`src/rtl/day_counter.sv`:
```
// ---------------------------------------------------------------------------
// day_counter
//
// Day-of-month counter for a calendar clock. It advances on the hour
// counter's midnight carry and sends a one-cycle carry to the month counter
// when the month rolls over. The month length comes from month_bin and
// year_bin using the full Gregorian leap rules. When the day field is
// selected, the up/down buttons step the day manually. A held button steps
// the day only once.
//
// Ports:
//   clk_1Hz        in   system clock; all state changes on the rising edge
//   rst_n          in   synchronous active-low reset
//   en_1           in   count enable for carry-driven advance
//   up / down      in   button levels; rising edges are detected internally
//   select_item    in   adjust-field selector (SELECT_DAY = adjust this block)
//   carry_in       in   one-cycle pulse from the hour counter at 23->00
//   month_bin      in   current month 1..12 from the month counter
//   year_bin       in   current year, binary
//   day_bin        out  current day 1..31 (registered)
//   carry_out      out  one-cycle pulse to the month counter (registered)
//   days_in_month  out  length of the current month (combinational)
//   leap_year      out  leap flag for year_bin (combinational)
// ---------------------------------------------------------------------------
module day_counter #(
  parameter logic [2:0] SELECT_DAY = 3'b011,
  parameter int         YEAR_W     = 14
) (
  input  logic              clk_1Hz,
  input  logic              rst_n,
  input  logic              en_1,
  input  logic              up,
  input  logic              down,
  input  logic [2:0]        select_item,
  input  logic              carry_in,
  input  logic [3:0]        month_bin,
  input  logic [YEAR_W-1:0] year_bin,
  output logic [4:0]        day_bin,
  output logic              carry_out,
  output logic [4:0]        days_in_month,
  output logic              leap_year
);

  logic up_q;
  logic down_q;
  logic up_p;
  logic down_p;
  logic adjust_mode;
  logic div_by_4;
  logic div_by_100;
  logic div_by_400;

  // Gregorian leap rule. Year 0 is divisible by 400, so it counts as leap.
  assign div_by_4   = (year_bin[1:0] == 2'b00);
  assign div_by_100 = ((year_bin % YEAR_W'(100)) == '0);
  assign div_by_400 = ((year_bin % YEAR_W'(400)) == '0);
  assign leap_year  = div_by_4 && (!div_by_100 || div_by_400);

  // Month length. An out-of-range month gets the longest length, so a
  // corrupted month never forces the day down.
  always_comb begin
    days_in_month = 5'd31;
    case (month_bin)
      4'd4, 4'd6, 4'd9, 4'd11: days_in_month = 5'd30;
      4'd2:                    days_in_month = leap_year ? 5'd29 : 5'd28;
      default:                 days_in_month = 5'd31;
    endcase
  end

  assign up_p        = up & ~up_q;
  assign down_p      = down & ~down_q;
  assign adjust_mode = (select_item == SELECT_DAY);

  // Day state. Manual adjust has priority over carry counting. Neither
  // adjusting nor clamping ever produces a month carry. The final branch
  // pulls the day back into range one cycle after the month or year shrinks.
  always_ff @(posedge clk_1Hz) begin
    if (!rst_n) begin
      day_bin   <= 5'd1;
      carry_out <= 1'b0;
      up_q      <= 1'b0;
      down_q    <= 1'b0;
    end else begin
      up_q      <= up;
      down_q    <= down;
      carry_out <= 1'b0;
      if (adjust_mode) begin
        if (up_p && down_p) begin
          day_bin <= day_bin;
        end else if (up_p) begin
          day_bin <= (day_bin >= days_in_month) ? 5'd1 : day_bin + 5'd1;
        end else if (down_p) begin
          day_bin <= (day_bin <= 5'd1 || day_bin > days_in_month) ?
                     days_in_month : day_bin - 5'd1;
        end else if (day_bin > days_in_month) begin
          day_bin <= days_in_month;
        end
      end else if (en_1 && carry_in) begin
        if (day_bin >= days_in_month) begin
          day_bin   <= 5'd1;
          carry_out <= 1'b1;
        end else begin
          day_bin <= day_bin + 5'd1;
        end
      end else if (day_bin > days_in_month) begin
        day_bin <= days_in_month;
      end
    end
  end

endmodule

```
`config.mk`:
```
export PLATFORM = sky130hd
export DESIGN_NAME = day_counter
export DESIGN_NICKNAME = d
export VERILOG_FILES = /design/src/rtl/day_counter.sv
export SDC_FILE = /design/constraint.sdc
export NUM_CORES = 1
export LEC_CHECK = 0
export ABC_AREA = 1
export BUFFER_PORTS_ARGS = -buffer_cell sky130_fd_sc_hd__buf_2
export CAP_MARGIN = 30
export CORE_ASPECT_RATIO = 0.8
export CORE_UTILIZATION = 35
export CTS_BUF_LIST = sky130_fd_sc_hd__clkbuf_16
export DETAILED_ROUTE_END_ITERATION = 12
export GPL_ROUTABILITY_DRIVEN = 0
export MAX_ROUTING_LAYER = met4
export SKIP_CTS_REPAIR_TIMING = 1
export SYNTH_ARGS = -nofsm -noshare
export SYNTH_HDL_FRONTEND = slang
export SYNTH_SLANG_ARGS = --single-unit
export TNS_END_PERCENT = 20
```
`constraint.sdc`:
```
create_clock -name clk_1Hz -period 5.85 [get_ports clk_1Hz]
set_input_delay 0.585 -clock clk_1Hz [delete_from_list [all_inputs] [get_ports clk_1Hz]]
set_output_delay 0.585 -clock clk_1Hz [all_outputs]
set_load 0.005 [all_outputs]
```
; ---- After elaboration in Yosys (flattened, before gate mapping)
; Index checks and enable logic that the tools add are counted.
[word_totals]
ff_bits = 8
latchBits = 0
ram_bits = 0
romBits = 0
in_bits = 27
out_inout_bits = 12
wordCells = 46
mem_count = 0
[classes]
addsub = 2
n_mul = 0
n_div = 2
magnitude_cmp = 3
n_eq_ne = 7
n_shift = 0
n_mux = 11
bitwise_logic = 6
reduce_logical = 11
[op_table]
columns = operator, count
row1 = 2-to-1 mux 5 bit, 8
row2 = zero test 14 bit, 2
row3 = modulo 14 x 7 -> 14 bit (second input constant), 1
row4 = modulo 14 x 9 -> 14 bit (second input constant), 1
row5 = equality test 4 x 3 -> 1 bit (second input constant), 2
row6 = equality test 4 bit (second input constant), 2
row7 = adder 5 x 1 -> 5 bit (second input constant), 1
row8 = >= comparator 5 bit, 1
row9 = greater-than comparator 5 bit, 1
row10 = <= comparator 5 x 1 -> 1 bit (second input constant), 1
row11 = subtractor 5 x 1 -> 5 bit (second input constant), 1
row12 = equality test 4 x 2 -> 1 bit (second input constant), 1
row13 = NOT 1 bit, 4
row14 = case mux 2 bit (2 select lines), 1
row15 = OR reduction 4 bit, 1
row16 = equality test 3 x 2 -> 1 bit (second input constant), 1
row17 = logical AND 1 bit, 3
row18 = OR reduction 3 bit, 1
row19 = bitwise AND 1 bit, 2
row20 = zero test 2 bit, 1
row21 = logical OR 1 bit, 2
row22 = 2-to-1 mux 1 bit, 2
row23 = != test 2 bit (second input constant), 1
row24 = zero test 1 bit, 1

; ---- Longest topological paths before layout
; Gate-level depths: netlist (run 1).
[logic_depth]
word_depth = 14
depth_mapped = 51
mapped_depth_nobuf = 51

; ---- Worst setup path before layout (run 1)
; OpenSTA, ideal clock, no wires.
[synth_path]
path_type = input to register
startpoint = in year_bin[13]
endpoint = reg day_bin[0]
setup_ps = 113
arrival_ps = 4669
t_required_ps = 5737
setup_slack_ps = 1068
stages = 46
path_buffers = 0
cell_sequence = inv_1 o21ai_4 nand3_4 nand2_4 nand2_4 nand2_1 nand2_1 nor2_2 nand2_2 nand2_2 nand2_1 nand2_2 nor2_4 nand2_4 nand2_4 nand2_2 nand2_2 nor2_4 [... 10 more ...] nand2_2 nand3_1 nand2_1 o21ai_0 nand4_1 nand3_1 nand2_1 ha_1 nand2_1 inv_1 o21ai_0 inv_1 nor2_1 a21oi_1 nand3_1 nand2_1 nand2_1 nand2_1
[synth_between]
elab_chain_len = 14
elab_cells_between_ends = 20
cone_classes = div (2) / order compare (2) / mux (10) / reduce/logical (6)
[synth_rtl]
columns = element, line
row1 = from (decl), 37  ; input logic [YEAR_W-1:0] year_bin,
row2 = modulo 14 x 7 -> 14 bit, 55  ; assign div_by_100 = ((year_bin % YEAR_W'(100)) == '0);
row3 = zero test 14 bit, 55
row4 = zero test 1 bit, 57  ; assign leap_year = div_by_4 && (!div_by_100 || div_by_400);
row5 = logical OR 1 bit *, 57
row6 = logical AND 1 bit *, 57
row7 = 2-to-1 mux 1 bit *, 65  ; 4'd2: days_in_month = leap_year ? 5'd29 : 5'd28;
row8 = case mux 2 bit (2 select lines) *, 63  ; case (month_bin)
row9 = via days_in_month[0], 40  ; output logic [4:0] days_in_month,
row10 = greater-than comparator 5 bit, "93, 95, 105"
row11 = logical OR 1 bit, 93  ; day_bin <= (day_bin <= 5'd1 || day_bin > days_in_month) ?
row12 = 2-to-1 mux 5 bit, 93
row13 = 2-to-1 mux 5 bit, 92  ; end else if (down_p) begin
row14 = 2-to-1 mux 5 bit, 90  ; end else if (up_p) begin
row15 = 2-to-1 mux 5 bit, 88  ; if (up_p && down_p) begin
row16 = 2-to-1 mux 5 bit *, 87  ; if (adjust_mode) begin
row17 = to (signal assigned), 89  ; day_bin <= day_bin;
row18 = to (signal assigned), 91  ; day_bin <= (day_bin >= days_in_month) ? 5'd1 : day_bin + 5'd1;
row19 = to (signal assigned), 93
row20 = to (decl), 38  ; output logic [4:0] day_bin,
; The timed path passes the listed nets; every way through them passes the cells marked *. The select of a mux whose other input is x is not followed.
; A chain may end at the register's enable or synchronous reset.

; ---- Worst setup path in the final report (run 1)
[layout_path]
startpoint = in year_bin[12]
endpoint = reg day_bin[1]
[layout_between]
elab_chain_len = 14
elab_cells_between_ends = 20
cone_classes = div (2) / order compare (2) / mux (10) / reduce/logical (6)
[layout_rtl]
columns = element, line
row1 = modulo 14 x 7 -> 14 bit, 55
row2 = zero test 14 bit, 55
row3 = zero test 1 bit, 57
row4 = logical OR 1 bit *, 57
row5 = logical AND 1 bit *, 57
row6 = 2-to-1 mux 1 bit *, 65
row7 = case mux 2 bit (2 select lines) *, 63
row8 = greater-than comparator 5 bit, "93, 95, 105"
row9 = logical OR 1 bit, 93
row10 = 2-to-1 mux 5 bit, 93
row11 = 2-to-1 mux 5 bit, 92
row12 = 2-to-1 mux 5 bit, 90
row13 = 2-to-1 mux 5 bit, 88
row14 = 2-to-1 mux 5 bit *, 87
; Mark *: on every way between the ends. The rest lies on a longest branch, timed or not. The select of a mux whose other input is x is not followed.

==> results of run 1 <==
sequential cells by signal, summed over array words and instances, names as in the netlist:
signal     cells
carry_out      1
day_bin        5
up_q           1
down_q         1
Yosys cell counts, drive strengths merged, types with 2 or more instances:
library cell,instances,area [um^2]
nand3,40,268
xor2,3,26.3
nor3,5,25.0
buf,3,22.5
nand2,122,601
nor2,30,140
nand4,16,134
o211ai,4,30.0
dfxtp,8,160
nor4,2,12.5
ha,5,62.6
o21ai,29,156
o31ai,2,15.0
a21oi,18,97.6
clkinv,3,12.5
inv,69,259
routing by layer:
layer,vias up,part of all wire,GRT usage
met3,2,0.045,0.0292
met4,0,0.0026,0.0200
met2,49,0.43,0.262
met1,973,0.52,0.220
met5,-,0,-
li1,1253,-,-
kinds of logic (layout without fill, tap and decap cells):
kind of cell | Yosys count | in the layout
simple gates | 215 | 215
buf+inv | 76 | 110
compound gates | 56 | 56
flops | 8 | 8
fa+ha+maj | 5 | 5
xor+xnor | 4 | 4
other cells | 1 | 3
critical path, delay by kind of cell:
family	cells	cell delay, ns
simple gates	22	2.43
compound gates	11	1.82
buf+inv	4	0.43
fa+ha+maj	1	0.18
where the power goes:
part | total [W] | switching, W | internal (W)
Sequential | 0.0000661 | 0.00000747 | 0.0000586
Clock | 0.000115 | 0.0000265 | 0.0000881
Combinational | 0.000539 | 0.000355 | 0.000185
Total | 0.000720 | 0.000389 | 0.000331
per-stage QoR:
stage	total power, W	std cells	instance area [um^2]	setup slack, ns	hold WS (ns)
final	0.000720	479	2390	0.526	0.547
after global routing	0.000806	479	2390	0.0103	0.558
after CTS	0.000726	479	2390	0.483	0.544
after detailed placement	0.000609	476	2320	0.254	0.604
after global placement	0.000600	476	2320	0.316	0.598
after floorplan	0.000519	367	2070	1.07	0.538
cell type report:
| class | instances | share of cell area |
|---|---|---|
| flip-flops and latches | 8 | 0.0669 |
| well taps | 78 | 0.0408 |
| multi-input cells | 283 | 0.674 |
| repair buffers | 35 | 0.0732 |
| inverters | 72 | 0.113 |
| clock buffers | 3 | 0.0314 |
worst paths after layout:
path	start	end	slack [ns]
worst max-delay path	year_bin[12]	day_bin[1]$_SDFFE_PN0P_	0.53
worst min-delay path	up	up_q$_SDFF_PN0_	0.55
worst max register to register	day_bin[0]$_SDFFE_PN1P_	day_bin[1]$_SDFFE_PN0P_	3.63
worst min register to register	day_bin[1]$_SDFFE_PN0P_	day_bin[1]$_SDFFE_PN0P_	0.61
==> impl_metrics.xml, run 1 <==
<?xml version="1.0" encoding="UTF-8"?>
<metrics>
  <group name="outcome">
    <metric name="outcome" unit="">completed</metric>
  </group>
  <group name="die">
    <metric name="num_io_pins" unit="">39</metric>
    <metric name="die_y" unit="um">70.7</metric>
    <metric name="dieArea" unit="mm^2">0.00621</metric>
    <metric name="die_w" unit="um">87.8</metric>
    <metric name="num_rows" unit="">24</metric>
    <metric name="floorplan.initialDensity" unit="">0.371</metric>
    <metric name="core-area" unit="mm^2">0.00556</metric>
  </group>
  <group name="clock_tree">
    <metric name="max-clock-path-buffers" unit="">2</metric>
    <metric name="cts_tree" unit="">done</metric>
    <metric name="clk_latency" unit="ns">0.23</metric>
    <metric name="cts_buffers" unit="">3</metric>
    <metric name="h_tree_depth_reported_by_cts" unit="">1</metric>
    <metric name="clock_transition_at_path_regs" unit="ns">0.04</metric>
    <metric name="cts_num_sinks" unit="">8</metric>
    <metric name="clock-root-buffer" unit="">sky130_fd_sc_hd__clkbuf_16</metric>
  </group>
  <group name="yosys">
    <metric name="syn_inst" unit="">365</metric>
    <metric name="synth-simple-area-share" unit="">0.572</metric>
    <metric name="synth_mux_area_frac" unit="">0</metric>
    <metric name="netlist-cell-type-count" unit="">35</metric>
    <metric name="synth-async-reset-ratio" unit="">0</metric>
    <metric name="synth-seq-cells" unit="">8</metric>
    <metric name="synth_area_per_cell" unit="um^2">5.65</metric>
    <metric name="synth_compound_area_frac" unit="">0.157</metric>
    <metric name="ys_warn_count" unit="">0</metric>
    <metric name="synth_xor_area_frac" unit="">0.0170</metric>
    <metric name="synth_fa_ha_area_frac" unit="">0.0303</metric>
    <metric name="synth_edf_count" unit="">0</metric>
    <metric name="ys.flop_type" unit="">sky130_fd_sc_hd__dfxtp_1</metric>
    <metric name="synth_top_family_by_area" unit="">simple AND/OR/NAND/NOR gates</metric>
    <metric name="netlist_area" unit="mm^2">0.00206</metric>
    <metric name="proportion_of_synthesized_chip_area_in_sequential_cells" unit="">0.0776</metric>
  </group>
  <group name="hold_path">
    <metric name="min_delay_path_depth" unit="">3</metric>
    <metric name="worstHoldPathType" unit="">in -&gt; reg</metric>
  </group>
  <group name="drt">
    <metric name="drt_iter0_markers" unit="">77</metric>
    <metric name="routed_wirelength" unit="mm">4.62</metric>
    <metric name="drtAntennaViolNets" unit="">0</metric>
    <metric name="drc" unit="">0</metric>
    <metric name="detail_route.first_pass.iterations" unit="">4</metric>
    <metric name="drt-wirelength-per-cell" unit="um">9.63</metric>
    <metric name="viasPerCell" unit="">4.75</metric>
    <metric name="route.vias.total" unit="">2277</metric>
  </group>
  <group name="critical_path">
    <metric name="worst-r2r-cell-count" unit="">10</metric>
    <metric name="setup.worst_path.start_class" unit="">input pin</metric>
    <metric name="worstSetupPathType" unit="">in -&gt; reg</metric>
    <metric name="worst_path_largest_cell_delay" unit="ns">0.24</metric>
    <metric name="critPathCaptureType" unit="">register</metric>
    <metric name="cp_data_required_time" unit="ns">5.96</metric>
    <metric name="timing.critical_path.slowest_stage_cell" unit="">sky130_fd_sc_hd__a21oi_1</metric>
    <metric name="worst-path-max-fanout" unit="">6</metric>
    <metric name="critical_path.most_common_cell" unit="">sky130_fd_sc_hd__nand2_2</metric>
    <metric name="critical_path_arrival" unit="ns">5.44</metric>
  </group>
  <group name="cells_and_area">
    <metric name="fillCellCount" unit="">619</metric>
    <metric name="layout.cells.most_common_list" unit="">87 x sky130_fd_sc_hd__nand2_1, 60 x sky130_fd_sc_hd__inv_1, 35 x sky130_fd_sc_hd__buf_2</metric>
    <metric name="finalCoreUtilization" unit="">0.431</metric>
    <metric name="regArea" unit="um^2">160</metric>
    <metric name="num_antenna_cells" unit="">0</metric>
    <metric name="syn_to_final_growth" unit="%">15.9</metric>
    <metric name="multiInputGateArea" unit="mm^2">0.00161</metric>
    <metric name="drive_above_1_share" unit="">0.259</metric>
    <metric name="final_common_cell" unit="">sky130_fd_sc_hd__nand2_1</metric>
    <metric name="design.final.nets" unit="">435</metric>
  </group>
  <group name="sta">
    <metric name="report.final.slew_viol_count" unit="">0</metric>
    <metric name="finalSetupViolations" unit="">0</metric>
    <metric name="finalClockSkew" unit="ns">0.00246</metric>
    <metric name="rsz0062_at_grt" unit="">no</metric>
    <metric name="timing.setup.tns" unit="ns">0</metric>
    <metric name="max_frequency" unit="GHz">0.188</metric>
    <metric name="finalHoldViolCount" unit="">0</metric>
    <metric name="min_tclk_post_route" unit="ns">5.32</metric>
    <metric name="post-route-period-util" unit="">0.910</metric>
  </group>
  <group name="global_routing">
    <metric name="track_usage" unit="">0.164</metric>
    <metric name="global_route_wire_length_before_repair" unit="mm">8.14</metric>
    <metric name="largest_net_degree_at_the_start_of_global_routing" unit="">10</metric>
    <metric name="grt_overflow" unit="">0</metric>
    <metric name="first_global_vias" unit="">1966</metric>
    <metric name="number_of_antenna_violations_at_the_first_check_in_global_routing" unit="">0</metric>
  </group>
  <group name="run">
    <metric name="max_cap_violations" unit="">0</metric>
  </group>
  <group name="placement">
    <metric name="place_hpwl" unit="mm">3.97</metric>
    <metric name="place.port_buffers" unit="">35</metric>
  </group>
  <group name="power_and_ir_drop">
    <metric name="power_density" unit="mW/mm^2">301</metric>
    <metric name="irDropWorstVdd" unit="uV">183</metric>
    <metric name="p_leak" unit="nW">1.33</metric>
  </group>
</metrics>
No activity file was read; power rests on OpenSTA's default activity.
==> run 2: changes to the inputs <==
- CORE_UTILIZATION: 35 -> 50
- PLACE_DENSITY: not set -> 0.73
==> impl_metrics.xml, run 2 (synthesis results as in run 1) <==
<?xml version="1.0" encoding="UTF-8"?>
<metrics>
  <group name="hold_path">
    <metric name="worstHoldPathType" unit="">in -&gt; reg</metric>
  </group>
  <group name="die">
    <metric name="num_rows" unit="">20</metric>
    <metric name="dieArea" unit="mm^2">0.00439</metric>
    <metric name="core-area" unit="mm^2">0.00388</metric>
    <metric name="die_y" unit="um">59.5</metric>
    <metric name="floorplan.initialDensity" unit="">0.532</metric>
    <metric name="die_w" unit="um">73.8</metric>
    <metric name="num_io_pins" unit="">39</metric>
  </group>
  <group name="critical_path">
    <metric name="cp_data_required_time" unit="ns">5.97</metric>
    <metric name="setup.worst_path.start_class" unit="">input pin</metric>
    <metric name="timing.critical_path.slowest_stage_cell" unit="">sky130_fd_sc_hd__a21oi_1</metric>
    <metric name="worstSetupPathType" unit="">in -&gt; reg</metric>
    <metric name="critPathCaptureType" unit="">register</metric>
    <metric name="worst_case_register_to_register_setup_slack" unit="ns">3.73</metric>
    <metric name="critical_path_arrival" unit="ns">5.28</metric>
    <metric name="worst_path_largest_cell_delay" unit="ns">0.25</metric>
    <metric name="worst-path-max-fanout" unit="">6</metric>
  </group>
  <group name="cells_and_area">
    <metric name="num_antenna_cells" unit="">0</metric>
    <metric name="drive_above_1_share" unit="">0.261</metric>
    <metric name="largest_reg_by_ff_count" unit="">day_bin</metric>
    <metric name="layout.cells.most_common_list" unit="">87 x sky130_fd_sc_hd__nand2_1, 60 x sky130_fd_sc_hd__inv_1, 35 x sky130_fd_sc_hd__buf_2</metric>
    <metric name="final_common_cell" unit="">sky130_fd_sc_hd__nand2_1</metric>
    <metric name="syn_to_final_growth" unit="%">14.9</metric>
    <metric name="design.final.nets" unit="">436</metric>
    <metric name="largest_register_ffs" unit="">5</metric>
  </group>
  <group name="global_routing">
    <metric name="largest_net_degree_at_the_start_of_global_routing" unit="">10</metric>
    <metric name="global_route_wire_length_before_repair" unit="mm">7.77</metric>
    <metric name="grt_overflow" unit="">0</metric>
    <metric name="first_global_vias" unit="">1950</metric>
    <metric name="number_of_antenna_violations_at_the_first_check_in_global_routing" unit="">0</metric>
    <metric name="track_usage" unit="">0.225</metric>
  </group>
  <group name="sta">
    <metric name="post-route-period-util" unit="">0.883</metric>
    <metric name="finalHoldViolCount" unit="">0</metric>
    <metric name="finalClockSkew" unit="ns">0.00332</metric>
    <metric name="report.final.slew_viol_count" unit="">0</metric>
    <metric name="rsz0062_at_grt" unit="">no</metric>
    <metric name="timing.setup.tns" unit="ns">0</metric>
    <metric name="min_tclk_post_route" unit="ns">5.16</metric>
    <metric name="finalWorstSetupSlack" unit="ns">0.687</metric>
    <metric name="worstMarginPinSlew" unit="ns">0.513</metric>
    <metric name="finalSetupViolations" unit="">0</metric>
    <metric name="slew-limit-headroom" unit="">0.656</metric>
    <metric name="max_frequency" unit="GHz">0.194</metric>
  </group>
  <group name="clock_tree">
    <metric name="h_tree_depth_reported_by_cts" unit="">1</metric>
    <metric name="cts_buffers" unit="">3</metric>
    <metric name="cts_num_sinks" unit="">8</metric>
    <metric name="clk_latency" unit="ns">0.24</metric>
    <metric name="cts_tree" unit="">done</metric>
    <metric name="max-clock-path-buffers" unit="">2</metric>
    <metric name="clock_transition_at_path_regs" unit="ns">0.04</metric>
    <metric name="clock-root-buffer" unit="">sky130_fd_sc_hd__clkbuf_16</metric>
  </group>
  <group name="drt">
    <metric name="detail_route.first_pass.iterations" unit="">4</metric>
    <metric name="drt-wirelength-per-cell" unit="um">9.70</metric>
    <metric name="viasPerCell" unit="">5.05</metric>
    <metric name="drtAntennaViolNets" unit="">0</metric>
    <metric name="route.vias.total" unit="">2308</metric>
    <metric name="routed_wirelength" unit="mm">4.43</metric>
    <metric name="drc" unit="">0</metric>
    <metric name="drt_iter0_markers" unit="">99</metric>
  </group>
  <group name="outcome">
    <metric name="outcome" unit="">completed</metric>
  </group>
  <group name="power_and_ir_drop">
    <metric name="p_leak" unit="nW">1.34</metric>
    <metric name="irDropWorstVdd" unit="uV">144</metric>
    <metric name="power.total" unit="W">0.000718</metric>
    <metric name="power_density" unit="mW/mm^2">303</metric>
  </group>
  <group name="placement">
    <metric name="dpl_worst_slack" unit="ns">0.466</metric>
    <metric name="place_hpwl" unit="mm">3.72</metric>
    <metric name="place.port_buffers" unit="">35</metric>
  </group>
  <group name="run">
    <metric name="max_cap_violations" unit="">0</metric>
  </group>
</metrics>
## run 2: cell count changes in the layout (fill, tap and decap cells not counted), sizes merged
cell,previous run,this run
buf,35,36
## run 2: worst max-delay path: cells and delay by family
family / cells / cell delay, ns
and+or+nand+nor: 22 / 2.37
buffers and inverters: 6 / 0.47
adders and majority gates: 1 / 0.18
AOI/OAI and AO/OA: 11 / 1.67
## run 2: metal layers
layer | track usage | up-vias | part of all wire
met1 | 0.304 | 1010 | 0.52
li1 | - | 1255 | -
met5 | - | - | 0
met4 | 0.0357 | 0 | 0.0047
met3 | 0.0306 | 2 | 0.030
met2 | 0.364 | 41 | 0.44
## run 2: final timing paths
path,start,end,cells past startpoint
worst max-delay path,year_bin[12],day_bin[1]$_SDFFE_PN0P_,40
worst min-delay path,up,up_q$_SDFF_PN0_,3
worst max register to register,day_bin[0]$_SDFFE_PN1P_,day_bin[1]$_SDFFE_PN0P_,10
worst min register to register,day_bin[1]$_SDFFE_PN0P_,day_bin[1]$_SDFFE_PN0P_,2
## run 2: area by class of cell
type                       count  area [um^2]
tap                           55         68.8
multi-input combinational    283         1610
timing repair buffer          36          183
fill                         399         1510
inverter                      72          272
sequential                     8          160
clock buffer                   3         75.1
## run 2: metrics by stage
stage | hold slack, ns | cells | area [um^2] | utilization
floorplan | 0.538 | 367 | 2070 | -
global placement | 0.605 | 454 | 2300 | 0.592
detailed placement | 0.593 | 454 | 2300 | 0.592
CTS | 0.542 | 457 | 2370 | 0.611
global route | 0.559 | 457 | 2370 | 0.611
finish | 0.543 | 457 | 2370 | 0.611
## run 2: where the power goes
group           total, W  switching [W]  leakage [nW]  internal, W
registers      0.0000658     0.00000722        0.0659    0.0000586
clock network   0.000117      0.0000287        0.0370    0.0000883
logic           0.000536       0.000351          1.23     0.000185
==> run 3: changes to the inputs <==
- ABC_AREA: 1 -> not set
- PLACE_DENSITY: 0.73 -> 0.72
==> impl_metrics.xml, run 3 <==
<?xml version="1.0" encoding="UTF-8"?>
<metrics>
  <group name="drt">
    <metric name="routed_wirelength" unit="mm">8.88</metric>
    <metric name="drt_iter0_markers" unit="">391</metric>
    <metric name="detail_route.first_pass.iterations" unit="">7</metric>
    <metric name="drtAntennaViolNets" unit="">0</metric>
    <metric name="drt-wirelength-per-cell" unit="um">17.6</metric>
    <metric name="viasPerCell" unit="">6.42</metric>
    <metric name="drc" unit="">0</metric>
    <metric name="route.vias.total" unit="">3234</metric>
  </group>
  <group name="yosys">
    <metric name="ys_warn_count" unit="">0</metric>
    <metric name="synth-seq-cells" unit="">8</metric>
    <metric name="synth.top_cells.by_area" unit="">sky130_fd_sc_hd__dfxtp_1 6.9%, sky130_fd_sc_hd__a21oi_1 4.6%, sky130_fd_sc_hd__nor2_1 4.6%</metric>
    <metric name="synth_edf_count" unit="">0</metric>
    <metric name="library_cell_with_the_largest_summed_area_after_synthesis" unit="">sky130_fd_sc_hd__dfxtp_1</metric>
    <metric name="list_of_most_frequent_post_synthesis_cells" unit="">28 x sky130_fd_sc_hd__nor2_1, 26 x sky130_fd_sc_hd__nand2_1, 21 x sky130_fd_sc_hd__a21oi_1, 19 x sky130_fd_sc_hd__o21ai_0, 16 x sky130_fd_sc_hd__nor3_1</metric>
    <metric name="proportion_of_synthesized_chip_area_in_sequential_cells" unit="">0.0695</metric>
    <metric name="yosys.area.top_type_share" unit="">0.0695</metric>
    <metric name="post-synth-top-count-cell" unit="">sky130_fd_sc_hd__nor2_1</metric>
    <metric name="synth-async-reset-ratio" unit="">0</metric>
    <metric name="synth_area_per_cell" unit="um^2">7.09</metric>
    <metric name="syn_inst" unit="">325</metric>
    <metric name="ys.flop_type" unit="">sky130_fd_sc_hd__dfxtp_1</metric>
    <metric name="netlist_area" unit="mm^2">0.00230</metric>
    <metric name="netlist-cell-type-count" unit="">84</metric>
  </group>
  <group name="sta">
    <metric name="worstMarginPinSlew" unit="ns">0.796</metric>
    <metric name="finalSetupViolations" unit="">7</metric>
    <metric name="min_tclk_post_route" unit="ns">6.42</metric>
    <metric name="slew-limit-headroom" unit="">0.465</metric>
    <metric name="finalWorstSetupSlack" unit="ns">-0.574</metric>
    <metric name="finalClockSkew" unit="ns">0.00881</metric>
    <metric name="final.hold.worst_slack" unit="ns">0.589</metric>
    <metric name="max_frequency" unit="GHz">0.156</metric>
    <metric name="post-route-period-util" unit="">1.10</metric>
    <metric name="finalHoldViolCount" unit="">0</metric>
    <metric name="rsz0062_at_grt" unit="">yes</metric>
    <metric name="report.final.slew_viol_count" unit="">0</metric>
  </group>
  <group name="outcome">
    <metric name="outcome" unit="">finished with violations</metric>
    <metric name="violated_checks" unit="">negative setup slack</metric>
  </group>
  <group name="cells_and_area">
    <metric name="layout.cells.most_common_list" unit="">100 x sky130_fd_sc_hd__buf_4, 32 x sky130_fd_sc_hd__buf_2, 27 x sky130_fd_sc_hd__nor2_1</metric>
    <metric name="design.final.nets" unit="">481</metric>
    <metric name="final_common_cell" unit="">sky130_fd_sc_hd__buf_4</metric>
    <metric name="largest_register_ffs" unit="">5</metric>
    <metric name="largest_reg_by_ff_count" unit="">day_bin</metric>
    <metric name="drive_above_1_share" unit="">0.454</metric>
    <metric name="num_antenna_cells" unit="">0</metric>
    <metric name="syn_to_final_growth" unit="%">57.4</metric>
  </group>
  <group name="critical_path">
    <metric name="critical_path.most_common_cell" unit="">sky130_fd_sc_hd__nor2_1</metric>
    <metric name="critical_path_buf_inv_count" unit="">3</metric>
    <metric name="worst_path_largest_cell_delay" unit="ns">0.44</metric>
    <metric name="setup.worst_path.start_class" unit="">input pin</metric>
    <metric name="crit_family" unit="">compound AO/OA/AOI/OAI gates</metric>
    <metric name="cp_data_required_time" unit="ns">6.01</metric>
    <metric name="timing.critical_path.slowest_stage_cell" unit="">sky130_fd_sc_hd__a311o_1</metric>
    <metric name="critPathCaptureType" unit="">register</metric>
    <metric name="worstSetupPathType" unit="">in -&gt; reg</metric>
    <metric name="r2r-end" unit="">day_bin[4]$_SDFFE_PN0P_</metric>
    <metric name="regToRegStartpoint" unit="">day_bin[0]$_SDFFE_PN1P_</metric>
    <metric name="worst-r2r-cell-count" unit="">9</metric>
    <metric name="critical_path_arrival" unit="ns">6.58</metric>
    <metric name="worst-path-max-fanout" unit="">5</metric>
    <metric name="worst_case_register_to_register_setup_slack" unit="ns">3.38</metric>
  </group>
  <group name="global_routing">
    <metric name="global_route_wire_length_before_repair" unit="mm">12.5</metric>
    <metric name="global_route.usage.met3" unit="">0.0380</metric>
    <metric name="track_usage" unit="">0.315</metric>
    <metric name="first_global_vias" unit="">2769</metric>
    <metric name="number_of_antenna_violations_at_the_first_check_in_global_routing" unit="">0</metric>
    <metric name="grt_overflow" unit="">0</metric>
    <metric name="groute.layer.met2.usage" unit="">0.513</metric>
    <metric name="global_route.usage.met1" unit="">0.426</metric>
    <metric name="gr-max-usage-layer" unit="">met2</metric>
    <metric name="largest_net_degree_at_the_start_of_global_routing" unit="">15</metric>
  </group>
  <group name="clock_tree">
    <metric name="cts_buffers" unit="">3</metric>
    <metric name="clk_latency" unit="ns">0.24</metric>
    <metric name="clock_transition_at_path_regs" unit="ns">0.03</metric>
    <metric name="max-clock-path-buffers" unit="">2</metric>
    <metric name="cts_num_sinks" unit="">8</metric>
    <metric name="cts_tree" unit="">done</metric>
    <metric name="h_tree_depth_reported_by_cts" unit="">1</metric>
    <metric name="clock-root-buffer" unit="">sky130_fd_sc_hd__clkbuf_16</metric>
  </group>
  <group name="placement">
    <metric name="place_hpwl" unit="mm">5.83</metric>
    <metric name="dpl_worst_slack" unit="ns">-0.628</metric>
    <metric name="place.port_buffers" unit="">35</metric>
  </group>
  <group name="power_and_ir_drop">
    <metric name="power_density" unit="mW/mm^2">239</metric>
    <metric name="p_leak" unit="nW">1.52</metric>
    <metric name="power.total" unit="W">0.000866</metric>
    <metric name="irDropWorstVdd" unit="uV">180</metric>
  </group>
  <group name="hold_path">
    <metric name="min_to" unit="">day_bin[4]$_SDFFE_PN0P_</metric>
    <metric name="min_delay_path_depth" unit="">2</metric>
    <metric name="worstHoldPathType" unit="">reg -&gt; reg</metric>
    <metric name="min_from" unit="">day_bin[4]$_SDFFE_PN0P_</metric>
  </group>
  <group name="die">
    <metric name="num_io_pins" unit="">39</metric>
    <metric name="die_y" unit="um">62.7</metric>
    <metric name="die_w" unit="um">77.9</metric>
    <metric name="core-area" unit="mm^2">0.00431</metric>
    <metric name="floorplan.initialDensity" unit="">0.535</metric>
    <metric name="num_rows" unit="">21</metric>
    <metric name="dieArea" unit="mm^2">0.00489</metric>
  </group>
  <group name="run">
    <metric name="max_cap_violations" unit="">0</metric>
  </group>
</metrics>
[run 3: cell types whose count changed after synthesis, moves of 8 or more]
| cell | change |
|---|---|
| sky130_fd_sc_hd__nand4_1 | -12 |
| sky130_fd_sc_hd__nor3_1 | +11 |
| sky130_fd_sc_hd__clkbuf_1 | +8 |
| sky130_fd_sc_hd__o21ai_1 | -9 |
| sky130_fd_sc_hd__inv_1 | -45 |
| sky130_fd_sc_hd__inv_2 | -9 |
| sky130_fd_sc_hd__nand2_4 | -11 |
| sky130_fd_sc_hd__nand2_1 | -61 |
| sky130_fd_sc_hd__nand2_2 | -24 |
| sky130_fd_sc_hd__nand3_1 | -16 |
[run 3: per-stage QoR]
step | std cells | cell area [um^2] | TNS, ns | utilization
final | 504 | 3630 | -2.76 | 0.842
after global routing | 504 | 3630 | -4.47 | 0.842
after CTS | 489 | 3260 | -1.98 | 0.758
after detailed placement | 486 | 3190 | -2.98 | 0.740
after global placement | 486 | 3190 | -2.24 | 0.740
after floorplan | 327 | 2380 | -1.49 | -
[run 3: worst max path at each step]
stage	start	slack, ns	endpoint	cells after the start
6_report	year_bin[9]	-0.57	day_bin[4]$_SDFFE_PN0P_	29
3_3_place_gp	year_bin[9]	-0.48	day_bin[4]$_SDFFE_PN0P_	28
3_5_place_dp	year_bin[10]	-0.63	day_bin[4]$_SDFFE_PN0P_	26
4_1_cts	year_bin[10]	-0.42	day_bin[4]$_SDFFE_PN0P_	26
5_1_grt	year_bin[9]	-0.84	day_bin[4]$_SDFFE_PN0P_	29
2_1_floorplan	year_bin[11]	-0.34	day_bin[3]$_SDFFE_PN0P_	26
[run 3: cell families after synthesis]
group / Yosys count / synth area share
AO/OA/AOI/OAI: 127 / 0.444
flip-flops: 8 / 0.0695
XOR/XNOR: 11 / 0.0483
AND/OR/NAND/NOR: 124 / 0.272
other: 1 / 0.00163
multiplexers: 11 / 0.0586
adder cells (fa/ha/maj): 6 / 0.0315
buffers and inverters: 37 / 0.0744
[run 3: area by class of cell]
type	instances	area, um^2
fillers	243	682
clock buffers	3	75.1
repair buffers	139	998
multi-input cells	282	2270
inverters	15	56.3
well taps	57	71.3
flip-flops and latches	8	160
[run 3: per-layer routing]
layer | part of all wire | routed length (um)
met3 | 0.073 | 647
met4 | 0.018 | 159
met2 | 0.48 | 4260
met1 | 0.43 | 3820
met5 | 0 | 0
[run 3: worst register-to-register path: cells and delay by family, from the launching register on]
family | cells | cell delay [ns]
compound gates | 4 | 0.62
fa+ha+maj | 1 | 0.22
flops | 1 | 0.56
simple gates | 4 | 0.99
[run 3: where the power goes]
group / total [W] / leakage (nW) / internal (W) / switching, W
Combinational: 0.000684 / 1.41 / 0.000349 / 0.000335
Clock: 0.000117 / 0.0370 / 0.0000883 / 0.0000285
Sequential: 0.0000646 / 0.0656 / 0.0000579 / 0.00000670
